`config.mk`:
```
export PLATFORM = sky130hd
export DESIGN_NAME = distance_bcd_converter
export DESIGN_NICKNAME = d
export VERILOG_FILES = /design/src/rtl/distance_bcd_pkg.sv /design/src/rtl/bcd_digit_adjust.sv /design/src/rtl/distance_bcd_converter.sv
export SDC_FILE = /design/constraint.sdc
export NUM_CORES = 1
export LEC_CHECK = 0
export ABC_AREA = 1
export BUFFER_PORTS_ARGS = -buffer_cell sky130_fd_sc_hd__buf_2
export CORE_AREA = 3 3 110 112
export DETAILED_ROUTE_END_ITERATION = 6
export DIE_AREA = 0 0 113 115
export GPL_TIMING_DRIVEN = 0
export PLACE_DENSITY_LB_ADDON = 0.1
export RECOVER_POWER = 25
export SLEW_MARGIN = 25
export SYNTH_ARGS = -nofsm -noshare
export SYNTH_HDL_FRONTEND = slang
export SYNTH_SLANG_ARGS = --single-unit
```
`constraint.sdc`:
```
create_clock -name clk -period 9.2 [get_ports clk]
set_input_delay 1.84 -clock clk [delete_from_list [all_inputs] [get_ports clk]]
set_output_delay 1.84 -clock clk [all_outputs]
set_load 0.005 [all_outputs]
```
`src/rtl/distance_bcd_pkg.sv`:
```
// Shared types and constants for the distance binary-to-BCD converter.
package distance_bcd_pkg;

    localparam int DEF_BIN_WIDTH = 24;
    localparam int DEF_DIGITS    = 6;

    typedef enum logic [1:0] {IDLE, CONVERT, DONE} state_t;
    typedef logic [3:0] bcd_digit_t;

    // Largest value representable with the given number of decimal digits.
    function automatic logic [31:0] bcd_max_value(input int digits);
        logic [31:0] v;
        v = 32'd1;
        for (int i = 0; i < digits; i++) v = v * 32'd10;
        return v - 32'd1;
    endfunction

endpackage

```
`src/rtl/bcd_digit_adjust.sv`:
```
// Double-dabble digit correction: a nibble of 5 or more gets +3 before the shift.
module bcd_digit_adjust
    import distance_bcd_pkg::*;
(
    input  bcd_digit_t digit,
    output bcd_digit_t adjusted
);

    assign adjusted = (digit >= 4'd5) ? digit + 4'd3 : digit;

endmodule

```
`src/rtl/distance_bcd_converter.sv`:
```
// Iterative (one bit per clock) binary-to-BCD converter with a one-deep pending slot.
// Optional leading-zero blanking output enabled by DISTANCE_BCD_BLANK_LEADING_ZERO_EN.
module distance_bcd_converter
    import distance_bcd_pkg::*;
#(
    parameter int BIN_WIDTH = DEF_BIN_WIDTH,
    parameter int DIGITS    = DEF_DIGITS
) (
    input  logic                   clk,
    input  logic                   rst,
    input  logic                   in_valid,
    input  logic [BIN_WIDTH-1:0]   in_data,
    output logic                   busy,
    output logic                   bcd_valid,
    output logic [4*DIGITS-1:0]    bcd,
    output logic                   overflow
`ifdef DISTANCE_BCD_BLANK_LEADING_ZERO_EN
    ,
    output logic [DIGITS-1:0]      blank
`endif
);

    localparam int          ACC_W     = 4 * DIGITS;
    localparam int          CNT_W     = $clog2(BIN_WIDTH + 1);
    localparam logic [31:0] MAX_VALUE = bcd_max_value(DIGITS);

    state_t                 state, next_state;
    logic [BIN_WIDTH-1:0]   shift_reg;
    logic [ACC_W-1:0]       acc, acc_adj;
    logic [CNT_W-1:0]       cnt;
    logic                   ovf_flag;
    logic [BIN_WIDTH-1:0]   pending_data;
    logic                   pending_full;

    logic                   load;
    logic [BIN_WIDTH-1:0]   load_data;
    logic                   load_over;

    for (genvar g = 0; g < DIGITS; g++) begin : g_adj
        bcd_digit_adjust u_adj (
            .digit    (acc[4*g +: 4]),
            .adjusted (acc_adj[4*g +: 4])
        );
    end

    assign busy = (state != IDLE);

    // A finishing conversion chains straight into the pending word (or a strobe on that edge).
    always_comb begin
        load      = 1'b0;
        load_data = in_data;
        case (state)
            IDLE: load = in_valid;
            DONE: begin
                load = pending_full || in_valid;
                if (pending_full) load_data = pending_data;
            end
            default: load = 1'b0;
        endcase
        load_over = 32'(load_data) > MAX_VALUE;
    end

    always_comb begin
        next_state = state;
        case (state)
            IDLE:    if (in_valid) next_state = CONVERT;
            CONVERT: if (cnt == '0) next_state = DONE;
            DONE:    next_state = (pending_full || in_valid) ? CONVERT : IDLE;
            default: next_state = IDLE;
        endcase
    end

    always_ff @(posedge clk or posedge rst) begin
        if (rst) state <= IDLE;
        else     state <= next_state;
    end

    always_ff @(posedge clk or posedge rst) begin
        if (rst) begin
            shift_reg <= '0;
            acc       <= '0;
            cnt       <= '0;
            ovf_flag  <= 1'b0;
        end else if (load) begin
            shift_reg <= load_data;
            acc       <= '0;
            cnt       <= CNT_W'(BIN_WIDTH - 1);
            ovf_flag  <= load_over;
        end else if (state == CONVERT) begin
            acc       <= {acc_adj[ACC_W-2:0], shift_reg[BIN_WIDTH-1]};
            shift_reg <= {shift_reg[BIN_WIDTH-2:0], 1'b0};
            if (cnt != '0) cnt <= cnt - 1'b1;
            // A bit pushed out of the top digit can only happen when the input exceeds the limit.
            ovf_flag  <= ovf_flag | acc_adj[ACC_W-1];
        end
    end

    always_ff @(posedge clk or posedge rst) begin
        if (rst) begin
            pending_full <= 1'b0;
            pending_data <= '0;
        end else if (state == CONVERT && in_valid) begin
            pending_full <= 1'b1;
            pending_data <= in_data;
        end else if (state == DONE && pending_full) begin
            pending_full <= in_valid;
            if (in_valid) pending_data <= in_data;
        end
    end

    always_ff @(posedge clk or posedge rst) begin
        if (rst) begin
            bcd_valid <= 1'b0;
            bcd       <= '0;
            overflow  <= 1'b0;
        end else begin
            bcd_valid <= (state == DONE);
            if (state == DONE) begin
                bcd      <= ovf_flag ? {DIGITS{4'h9}} : acc;
                overflow <= ovf_flag;
            end
        end
    end

`ifdef DISTANCE_BCD_BLANK_LEADING_ZERO_EN
    logic [DIGITS-1:0] blank_next;
    logic              upper_zero;

    always_comb begin
        blank_next = '0;
        upper_zero = 1'b1;
        for (int i = DIGITS - 1; i >= 0; i--) begin
            upper_zero    = upper_zero & (acc[4*i +: 4] == 4'd0);
            blank_next[i] = upper_zero & (i != 0);
        end
    end

    always_ff @(posedge clk or posedge rst) begin
        if (rst)                blank <= '1;
        else if (state == DONE) blank <= ovf_flag ? '0 : blank_next;
    end
`endif

endmodule

```
==> metrics.csv, run 1 <==
stage,metric,value,unit
yosys,post-synth net total,600,
cells_and_area,Final Net Count,665,
sta,count of final max-slew check failures,54,
clock_network,TritonCTS clock tree,done,
floorplan,die width,113,um
status,outcome,finished with violations,
critical_path,Critical Path Max Stage Delay,1360,ps
cells_and_area,Inserted Diodes,0,
critical_path,critical-path cell with the highest stage delay,clkinvlp_2,
clock_network,count of cells resized by post-cts repair,0,
yosys,"share of synthesized cell area in full adder, half adder and majority cells",3.489,%
yosys,top cell type's share of synthesized area,53.33,%
yosys,top cells by area in the synthesized netlist,"dfrtp_1, nand2_1, inv_1, o21ai_0, o21ai_1",
yosys,total standard cell area after synthesis,5021,um^2
sta,Max transition margin,-63.20,%
floorplan,DIE AREA,13000,um^2
floorplan,core region area,11320,um^2
yosys,number of synthesized flops with an enable pin,0,
yosys,portion of netlist area occupied by mux cells,0.5981,%
yosys,proportion of register bits with asynchronous set or reset after synthesis,100.0,%
clock_network,Max H-tree Level,3,
drt,via count,4005,
yosys,Synth Area in XOR/XNOR,1.395,%
yosys,count of different cell masters after synthesis,32,
floorplan,die boundary height,115,um
floorplan,Core Rows,39,
global_route,number of antenna violations at the first check in global routing,0,
critical_path,worst reg-to-reg setup slack,6970,ps
hold_path,critical hold path startpoint,bcd[13],
pwr,post-route total power,0.001847,W
clock_network,maximum clock insertion buffer count,2,
yosys,leading area contributor after synthesis,dfrtp_1,
hold_path,Hold Path Cell Cnt,2,
drt,detailed-route wire length per cell,14.93,um
critical_path,cell family with most CP delay,buffers and inverters,
clock_network,clk sinks,107,
sta,Final setup violation count,0,
yosys,total number of yosys warnings,0,
drt,ratio of routed vias to standard cells,5.188,
global_route,pin count of the biggest net entering global routing,55,
sta,min cycle time layout,3253,ps
sta,max frequency,307.4,MHz
critical_path,data required time of the critical path,9300,ps
pwr,total power density per cell area,319.5,nW/um^2
run,max_cap viols,1,
sta,slew of the pin with the lowest slew margin,2435,ps
clock_network,Setup Buffers After CTS,0,
placed_design,worst setup slack after placement,5993,ps
critical_path,kind of critical path,input port to asynchronous set/reset pin,
clock_network,Worst-Skew Late Latency,350,ps
sta,share of the clock period used by the worst path after layout,35.36,%
clock_network,number of clock buffers inserted by TritonCTS,9,
drt,violation count after the first detailed-routing iteration,240,
status,violated checks,"max-capacitance violations, max-slew violations",
clock_network,CTS Root Buffer Type,clkbuf_16,
cells_and_area,layout overhead on the synthesized area,15.13,%
yosys,post-synthesis compound-gate area fraction,17.62,%
yosys,commonest cells in the synthesized netlist,"dfrtp_1, nand2_1, inv_1",
yosys,gate count of the mapped netlist,559,
critical_path,startpoint of the most critical register-to-register path,state[0],
sta,setup TNS,0,ps
pwr,worst-case vdd ir drop,0.1350,mV
placed_design,weighted congestion at the end of routability-driven global placement,0.8519,
sta,number of hold-slack violations in the final timing report,0,
critical_path,WP data arrival,3350,ps
critical_path,cells along the critical path,buf_2 -> clkinvlp_2,
pwr,leakage dissipation,2.784,nW
floorplan,effective utilization at floorplan,44.35,%
drt,wire length after detailed routing,11520,um
yosys,dominant combinational cell family by area after synthesis,compound AO/OA/AOI/OAI gates,
placed_design,Port Buffers,53,
critical_path,depth of the most critical reg-to-reg path,5,
cells_and_area,fraction of layout instances using a drive strength above 1,16.06,%
placed_design,HPWL reported at the end of detailed placement,8153,um
floorplan,io pins,54,
yosys,cell with the most instances after synthesis,dfrtp_1,
global_route,number of global-route vias before repair,3923,
sta,unrepaired setup endpoints after global routing,false,
clock_network,number of hold-repair buffers added at the cts stage,0,
global_route,wire length of the first global-routing pass,19160,um
critical_path,CP bufs+invs,2,
sta,worst clock skew,8.327,ps
hold_path,Worst Hold Path EP,bcd[13],
critical_path,maximum fanout along the worst path,54,
global_route,remaining global-route overflow,0,
drt,Antenna Violating Nets Remaining,0,
yosys,"post-synthesis share of cell area spent on and, or, nand and nor gates",14.88,%
sta,Final Worst Setup Slack,5947,ps
yosys,top_reg_cell synth,dfrtp_1,
yosys,Syn Area/Cell,8.982,um^2
critical_path,crit end category,asynchronous set/reset pin,
drt,Initial DRT Pass Iterations,4,
yosys,sequential area share after synthesis,53.33,%
hold_path,Tightest Hold Check Type,flop to flop,
global_route,global-route usage over all layers,18.78,%
yosys,synthesized flop and latch total,107,
drt,remaining routing DRC violations,0,
clock_network,clock-pin slew on the worst setup and hold paths,70,ps
critical_path,type of origin of the critical path,input port,
critical_path,capture instance of the worst register-to-register path,bcd[15],
[kinds of logic after synthesis]
| logic type | Yosys count |
|---|---|
| buf+inv | 102 |
| fa+ha+maj | 14 |
| mux | 2 |
| compound gates | 154 |
| xor+xnor | 8 |
| flops | 107 |
| simple gates | 172 |
[layout make-up]
class | count | area [um^2]
clock buffer | 14 | 254.0
buffer | 24 | 141.4
multi-input combinational | 350 | 1907
inverter | 78 | 294.0
timing repair buffer | 54 | 292.8
fill | 1094 | 5540
clock inverter | 2 | 35.03
sequential | 107 | 2678
tap | 143 | 178.9
[power by group]
part	leakage [nW]	switching [W]	internal (W)
combinational	1.37	0.000452	0.000275
sequential	1.28	0.0000870	0.000644
clock	0.141	0.000170	0.000219
[metal layers]
metal	global-route usage, %	share of wire, %
met5	0	0
met2	30.53	46
met4	8.734	2.4
met3	2.947	3.6
met1	24.85	48
[how the worst max path moves through the flow]
stage	slack (ps)	end	start	depth (start not counted)
floorplan	4540	acc[0]	rst	1
global placement	3130	cnt[0]	rst	2
detailed placement	5990	shift_reg[7]	in_valid	7
CTS	6170	busy	state[0]	3
global route	5470	acc[18]	rst	2
finish	5950	acc[18]	rst	2
[tightest hold or removal path, delay by kind of cell, from the launching register on]
family | cells | cell delay [ps]
simple gates | 1 | 50
flops | 1 | 340
compound gates | 1 | 60
[metrics by stage]
step           area, um^2  hold slack (ps)  std cells  utilization [%]
2_1_floorplan        5021            449.6        559                -
3_3_place_gp         5465            462.5        755            48.28
3_5_place_dp         5498            468.0        756            48.56
4_1_cts              5787            486.5        772            51.12
5_1_grt              5781            509.9        772            51.06
6_report             5781            480.3        772            51.06
[cells in the final DEF, fill, tap and decap left out, types with 11 or more instances in the layout]
cell type	count
dfrtp_1	107
nand2_1	106
inv_1	72
buf_2	61
o21ai_0	40
o21ai_1	39
a21oi_1	30
nor2_1	28
o22ai_1	18
o221ai_1	16
ha_1	14
clkbuf_1	12
nand3_1	11
No activity file was read; power rests on OpenSTA's default activity.
==> inputs of run 2 (changes only) <==
Settings changed: ABC_AREA 1 to 0, CORE_AREA 3 3 110 112 to 3 3 112 114, DIE_AREA 0 0 113 115 to 0 0 115 117.
Clock period 9.2 ns to 3.03 ns, I/O delays scaled along.
==> metrics.csv, run 2 <==
stage,metric,value,unit,change
pwr,post-route total power,0.005482,W,was 0.001847 W
clock_network,number of clock buffers inserted by TritonCTS,9,,unchanged
drt,violation count after the first detailed-routing iteration,261,,was 240
sta,Max transition margin,16.31,%,was -63.20%
pwr,worst-case vdd ir drop,0.4126,mV,was 0.1350 mV
drt,via count,3988,,"was 4,005"
global_route,wire length of the first global-routing pass,20280,um,"was 19,160 um"
global_route,number of antenna violations at the first check in global routing,0,,unchanged
yosys,"share of synthesized cell area in full adder, half adder and majority cells",3.393,%,was 3.489%
critical_path,data required time of the critical path,3320,ps,was 9300 ps
yosys,cell with the most instances after synthesis,dfrtp_1,,unchanged
sta,number of hold-slack violations in the final timing report,0,,unchanged
drt,ratio of routed vias to standard cells,5.471,,was 5.188
yosys,synthesized flop and latch total,107,,unchanged
yosys,total standard cell area after synthesis,5162,um^2,was 5021 um^2
sta,share of the clock period used by the worst path after layout,66.32,%,
hold_path,Hold Path Cell Cnt,2,,unchanged
yosys,portion of netlist area occupied by mux cells,6.762,%,was 0.5981%
yosys,leading area contributor after synthesis,dfrtp_1,,unchanged
cells_and_area,fraction of layout instances using a drive strength above 1,21.16,%,was 16.06%
critical_path,CP bufs+invs,2,,unchanged
global_route,number of global-route vias before repair,4071,,"was 3,923"
placed_design,HPWL reported at the end of detailed placement,8826,um,was 8153 um
clock_network,Worst-Skew Late Latency,350,ps,about the same
sta,unrepaired setup endpoints after global routing,false,,unchanged
sta,min cycle time layout,2010,ps,
cells_and_area,Inserted Diodes,0,,unchanged
hold_path,Tightest Hold Check Type,flop to flop,,unchanged
floorplan,io pins,54,,unchanged
sta,max frequency,497.6,MHz,
placed_design,Port Buffers,53,,unchanged
yosys,Syn Area/Cell,10.04,um^2,was 8.982 um^2
floorplan,effective utilization at floorplan,44.83,%,was 44.35%
placed_design,weighted congestion at the end of routability-driven global placement,0.8284,,was 0.8519
clock_network,Setup Buffers After CTS,0,,unchanged
yosys,commonest cells in the synthesized netlist,"dfrtp_1, nand2_1, o21ai_0",,"was dfrtp_1, nand2_1, inv_1"
yosys,"post-synthesis share of cell area spent on and, or, nand and nor gates",14.44,%,was 14.88%
critical_path,crit end category,flop,,was asynchronous set/reset pin
critical_path,type of origin of the critical path,flop,,was input port
yosys,count of different cell masters after synthesis,46,,was 32
yosys,total number of yosys warnings,0,,unchanged
critical_path,maximum fanout along the worst path,10,,was 54
cells_and_area,"most common cell after layout, fill and taps aside",dfrtp_1,,unchanged
clock_network,count of cells resized by post-cts repair,0,,unchanged
critical_path,cell mode on critical path,buf_2,,
clock_network,clk sinks,107,,unchanged
critical_path,Critical Path Max Stage Delay,590,ps,was 1360 ps
status,outcome,completed,,was finished with violations
yosys,gate count of the mapped netlist,514,,was 559
clock_network,clock-pin slew on the worst setup and hold paths,70,ps,about the same
yosys,post-synth net total,555,,was 600
clock_network,TritonCTS clock tree,done,,unchanged
critical_path,kind of critical path,flop to flop,,was input port to asynchronous set/reset pin
yosys,number of synthesized flops with an enable pin,0,,unchanged
sta,setup TNS,0,ps,unchanged
drt,wire length after detailed routing,12180,um,"was 11,520 um"
critical_path,cells along the critical path,buf_2 -> nand3b_1 -> buf_2 -> a41oi_1 -> nor4_1 -> o32a_1,,was buf_2 -> clkinvlp_2
cells_and_area,"top library cells by usage in the layout, fill and taps aside","dfrtp_1, nand2_1, buf_2",,"was dfrtp_1, nand2_1, inv_1"
sta,slew of the pin with the lowest slew margin,1249,ps,was 2435 ps
pwr,leakage dissipation,2.740,nW,was 2.784 nW
sta,count of final max-slew check failures,0,,was 54
yosys,top cells by area in the synthesized netlist,"dfrtp_1, mux2_2, nand2_1, o21ai_0, ha_1",,"was dfrtp_1, nand2_1, inv_1, o21ai_0, o21ai_1"
pwr,total power density per cell area,918.0,nW/um^2,was 319.5 nW/um^2
global_route,remaining global-route overflow,0,,unchanged
global_route,pin count of the biggest net entering global routing,30,,was 55
critical_path,worst reg-to-reg setup slack,1020,ps,was 6970 ps
sta,worst clock skew,6.182,ps,was 8.327 ps
critical_path,capture instance of the worst register-to-register path,ovf_flag,,was bcd[15]
critical_path,startpoint of the most critical register-to-register path,state[0],,unchanged
yosys,Synth Area in XOR/XNOR,2.375,%,was 1.395%
critical_path,depth of the most critical reg-to-reg path,6,,was 5
yosys,top cell type's share of synthesized area,51.87,%,was 53.33%
run,max_cap viols,0,,was 1
cells_and_area,Final Net Count,622,,was 665
critical_path,critical-path cell with the highest stage delay,nor4_1,,was clkinvlp_2
floorplan,Core Rows,39,,unchanged
cells_and_area,number of non-filler instances in the completed layout,729,,was 772
floorplan,core region area,11520,um^2,"was 11,320 um^2"
cells_and_area,layout overhead on the synthesized area,15.68,%,was 15.13%
clock_network,Max H-tree Level,3,,unchanged
clock_network,number of hold-repair buffers added at the cts stage,0,,unchanged
placed_design,total instance count after detailed placement,713,,was 756
drt,detailed-route wire length per cell,16.71,um,was 14.93 um
floorplan,die width,115,um,was 113 um
critical_path,WP data arrival,2300,ps,was 3350 ps
floorplan,DIE AREA,13460,um^2,"was 13,000 um^2"
clock_network,CTS Root Buffer Type,clkbuf_16,,unchanged
clock_network,maximum clock insertion buffer count,2,,unchanged
critical_path,cell family with most CP delay,simple AND/OR/NAND/NOR gates,,was buffers and inverters
global_route,global-route usage over all layers,19.25,%,was 18.78%
yosys,top_reg_cell synth,dfrtp_1,,unchanged
yosys,sequential area share after synthesis,51.87,%,was 53.33%
yosys,proportion of register bits with asynchronous set or reset after synthesis,100.0,%,unchanged
drt,remaining routing DRC violations,0,,unchanged
sta,Final setup violation count,0,,unchanged
hold_path,critical hold path startpoint,bcd[11],,was bcd[13]
hold_path,Worst Hold Path EP,bcd[11],,was bcd[13]
floorplan,die boundary height,117,um,was 115 um
drt,Antenna Violating Nets Remaining,0,,unchanged
yosys,post-synthesis compound-gate area fraction,16.87,%,was 17.62%
cells_and_area,number of fillers in the final layout,1086,,"was 1,094"
yosys,dominant combinational cell family by area after synthesis,compound AO/OA/AOI/OAI gates,,unchanged
drt,Initial DRT Pass Iterations,4,,unchanged
## run 2: cell count changes after synthesis, sizes merged, moves of 8 or more
| cell | delta |
|---|---|
| a221o | +12 |
| o21ai | -39 |
| nand4 | -8 |
| mux2 | +29 |
| clkbuf | +13 |
| o221ai | -16 |
| nand2b | +14 |
| inv | -61 |
| nand2 | -17 |
## run 2: cells by family after synthesis
group | after synthesis
compound gates | 130
fa+ha+maj | 14
xor+xnor | 14
buf+inv | 51
mux | 31
simple gates | 167
flops | 107
## run 2: report_power, final
part           switching, W  internal, W  leakage (nW)  total, W
registers          0.000407      0.00196          1.34   0.00237
logic               0.00101     0.000911          1.26   0.00192
clock network      0.000548     0.000645         0.138   0.00119
## run 2: worst max path at each step
stage / end / depth (start not counted) / start / slack [ps]
floorplan: acc[0] / 1 / rst / 1140
global placement: shift_reg[1] / 2 / rst / 370
detailed placement: ovf_flag / 5 / in_data[13] / 920
CTS: busy / 3 / state[0] / 1030
global route: ovf_flag / 6 / state[0] / 920
finish: ovf_flag / 6 / state[0] / 1020
## run 2: cell type report
type / count / area [um^2] / share of cell area [%]
Sequential cell: 107 / 2678 / 44.84
Multi-Input combinational cell: 356 / 2263 / 37.90
Timing Repair Buffer: 56 / 325.3 / 5.447
Clock buffer: 9 / 225.2 / 3.771
Tap cell: 143 / 178.9 / 2.996
Buffer: 34 / 157.7 / 2.640
Clock inverter: 7 / 78.83 / 1.320
Inverter: 17 / 65.06 / 1.089
## run 2: tightest hold or removal path, cell delays in order (launching register included)
cell and delay [ps]:
dfrtp_1 340, nand2_1 40, o21ai_0 60
## run 2: per-layer routing
metal / track usage [%] / part of all wire [%] / vias to the layer above
li1: - / - / 1943
met1: 24.79 / 47 / 1959
met2: 32.52 / 48 / 76
met3: 4.216 / 3.2 / 10
met4: 6.103 / 1.0 / 0
met5: 0 / 0 / -
## run 2: metrics by stage
| step | setup slack, ps | cell area [um^2] | util (%) | hold slack (ps) |
|---|---|---|---|---|
| after detailed placement | 920.5 | 5670 | 49.24 | 464.8 |
| after global placement | 370.9 | 5610 | 48.72 | 458.5 |
| after CTS | 1027 | 5974 | 51.88 | 337.7 |
| after floorplan | 1136 | 5166 | - | 449.6 |
| after global routing | 922.8 | 5972 | 51.86 | 497.9 |
| final | 1020 | 5972 | 51.86 | 475.0 |
==> inputs of run 3 (changes only) <==
Settings changed: ABC_AREA 0 to 1, CORE_AREA 3 3 112 114 to 3 3 110 112, DIE_AREA 0 0 115 117 to 0 0 113 115.
Clock period 3.03 ns to 2 ns, I/O delays scaled along.
==> metrics.csv, run 3 (synthesis gave the netlist of run 1 again) <==
stage,metric,value,unit,change
clock_network,Setup Buffers After CTS,0,,unchanged
cells_and_area,"most common cell after layout, fill and taps aside",dfrtp_1,,unchanged
critical_path,cell family with most CP delay,buffers and inverters,,was simple AND/OR/NAND/NOR gates
drt,wire length after detailed routing,11810,um,"was 12,180 um"
critical_path,CP bufs+invs,3,,was 2
critical_path,number of cells on the critical path,7,,was 6
pwr,switching share of total power,37.97,%,was 35.86%
sta,number of hold-slack violations in the final timing report,0,,unchanged
clock_network,Worst-Skew Late Latency,350,ps,about the same
clock_network,CTS Root Buffer Type,clkbuf_16,,unchanged
floorplan,Core Rows,39,,unchanged
floorplan,core region area,11320,um^2,"was 11,520 um^2"
drt,detailed-route wire length per cell,15.24,um,was 16.71 um
status,outcome,completed,,unchanged
critical_path,cell mode on critical path,inv_2,,was buf_2
critical_path,Critical Path Max Stage Delay,420,ps,was 590 ps
sta,Final Worst Setup Slack,183.3,ps,was 1020 ps
cells_and_area,Inserted Diodes,0,,unchanged
sta,setup TNS,0,ps,unchanged
clock_network,maximum clock insertion buffer count,2,,unchanged
global_route,global-route usage over all layers,19.18,%,was 19.25%
cells_and_area,layout overhead on the synthesized area,16.80,%,was 15.68%
drt,Antenna Violating Nets Remaining,0,,unchanged
drt,via count,4023,,"was 3,988"
drt,ratio of routed vias to standard cells,5.191,,was 5.471
drt,remaining routing DRC violations,0,,unchanged
placed_design,weighted congestion at the end of routability-driven global placement,0.8529,,was 0.8284
sta,share of the clock period used by the worst path after layout,90.84,%,was 66.32%
cells_and_area,Layout Cell Area excl Fill,5864,um^2,was 5972 um^2
sta,Final setup violation count,0,,unchanged
floorplan,DIE AREA,13000,um^2,"was 13,460 um^2"
clock_network,number of hold-repair buffers added at the cts stage,0,,unchanged
critical_path,type of origin of the critical path,flop,,unchanged
pwr,worst-case vdd ir drop,0.6406,mV,was 0.4126 mV
critical_path,crit end category,flop,,unchanged
placed_design,Port Buffers,53,,unchanged
hold_path,Tightest Hold Check Type,input port to asynchronous set/reset pin,,was flop to flop
sta,worst hold slack,20.10,ps,was 475.0 ps
critical_path,kind of critical path,flop to flop,,unchanged
drt,violation count after the first detailed-routing iteration,195,,was 261
pwr,leakage dissipation,2.834,nW,was 2.740 nW
clock_network,number of clock buffers inserted by TritonCTS,9,,unchanged
cells_and_area,"top library cells by usage in the layout, fill and taps aside","dfrtp_1, nand2_1, inv_1",,"was dfrtp_1, nand2_1, buf_2"
global_route,number of global-route vias before repair,4028,,"was 4,071"
critical_path,depth of the most critical reg-to-reg path,7,,was 6
drt,Initial DRT Pass Iterations,4,,unchanged
global_route,pin count of the biggest net entering global routing,31,,was 30
sta,Max transition margin,14.57,%,was 16.31%
sta,unrepaired setup endpoints after global routing,false,,unchanged
critical_path,WP data arrival,2030,ps,was 2300 ps
pwr,total power density per cell area,1487,nW/um^2,was 918.0 nW/um^2
sta,count of final max-slew check failures,0,,unchanged
clock_network,clock-pin slew on the worst setup and hold paths,70,ps,about the same
sta,worst clock skew,6.246,ps,was 6.182 ps
pwr,cell-internal power,0.005409,W,was 0.003516 W
pwr,combinational group share of total power,38.8,%,was 35.1%
cells_and_area,final core utilization,51.80,%,was 51.86%
critical_path,maximum fanout along the worst path,10,,unchanged
sta,slew of the pin with the lowest slew margin,1281,ps,was 1249 ps
cells_and_area,fraction of layout instances using a drive strength above 1,17.25,%,was 21.16%
global_route,number of antenna violations at the first check in global routing,0,,unchanged
placed_design,worst setup slack after placement,63.56,ps,was 920.5 ps
pwr,proportion of power drawn by the clock network,22.6,%,was 21.8%
sta,max frequency,550.4,MHz,was 497.6 MHz
cells_and_area,Final Net Count,668,,was 622
critical_path,worst reg-to-reg setup slack,180,ps,was 1020 ps
critical_path,critical-path cell with the highest stage delay,dfrtp_1,,was nor4_1
placed_design,HPWL reported at the end of detailed placement,8536,um,was 8826 um
floorplan,effective utilization at floorplan,44.35,%,was 44.83%
clock_network,Max H-tree Level,3,,unchanged
global_route,remaining global-route overflow,0,,unchanged
floorplan,die boundary height,115,um,was 117 um
floorplan,die width,113,um,was 115 um
critical_path,data required time of the critical path,2210,ps,was 3320 ps
clock_network,TritonCTS clock tree,done,,unchanged
clock_network,clk sinks,107,,unchanged
sta,min cycle time layout,1817,ps,was 2010 ps
placed_design,Placed Instance Area,5564,um^2,was 5670 um^2
pwr,net switching power,0.003310,W,was 0.001966 W
floorplan,io pins,54,,unchanged
pwr,part of the total power dissipated in sequential elements,38.6,%,was 43.2%
critical_path,cells along the critical path,inv_2 -> nand2_1 -> nand2_2 -> nor2_4 -> inv_2 -> buf_2 -> o22ai_1,,was buf_2 -> nand3b_1 -> buf_2 -> a41oi_1 -> nor4_1 -> o32a_1
clock_network,count of cells resized by post-cts repair,0,,unchanged
run,max_cap viols,0,,unchanged
global_route,wire length of the first global-routing pass,19620,um,"was 20,280 um"
==> run 3: changes by cell type in the layout (fill, tap and decap cells not counted), moves of 10 or more <==
cell | previous run | this run
clkbuf_1 | 17 | 7
mux2_2 | 31 | 0
nand2b_1 | 14 | 0
a221o_1 | 12 | 0
nand2_1 | 91 | 106
inv_1 | 16 | 71
o221ai_1 | 0 | 16
o21ai_1 | 0 | 39
==> run 3: layout make-up <==
cell class / instances / area [um^2]
fill: 1085 / 5456
sequential: 107 / 2678
inverter: 78 / 294.0
tap: 143 / 178.9
clock inverter: 4 / 72.57
multi-input combinational: 350 / 1909
buffer: 24 / 146.4
clock buffer: 12 / 256.5
timing repair buffer: 57 / 329.1
==> run 3: worst paths after layout <==
| check | start | to |
|---|---|---|
| max in group asynchronous | rst | cnt[2] |
| hold / removal | rst | bcd[0] |
| setup reg to reg | state[0] | acc[7] |
| setup / recovery | state[0] | acc[7] |
| hold reg to reg | bcd[17] | bcd[17] |
| min in group clk | in_data[18] | pending_data[18] |
==> run 3: power by group through the flow <==
stage | logic, W | clock network [W] | registers [W]
2_1_floorplan | 0.00258 | 0 | 0.00330
3_3_place_gp | 0.00324 | 0 | 0.00338
3_5_place_dp | 0.00338 | 0 | 0.00340
4_1_cts | 0.00341 | 0.00201 | 0.00336
5_1_grt | 0.00386 | 0.00211 | 0.00345
6_report | 0.00338 | 0.00197 | 0.00336
==> run 3: metal layers <==
metal / vias to the layer above / global-route usage, % / wire length, um
li1: 2001 / - / -
met1: 1911 / 25.66 / 5563
met2: 91 / 30.92 / 5473
met3: 20 / 2.947 / 492
met4: 0 / 8.894 / 283
met5: - / 0 / 0
==> run 3: worst reg2reg max path, stage by stage, from the launching register on <==
cell	delay [ps]
dfrtp_1	420
inv_2	190
nand2_1	170
nand2_2	240
nor2_4	100
inv_2	150
buf_2	290
o22ai_1	120
==> run 3: through the flow <==
| step | std cells | total power [W] |
|---|---|---|
| 2_1_floorplan | 559 | 0.005885 |
| 3_3_place_gp | 755 | 0.006619 |
| 3_5_place_dp | 759 | 0.006780 |
| 4_1_cts | 775 | 0.008781 |
| 5_1_grt | 775 | 0.009423 |
| 6_report | 775 | 0.008719 |
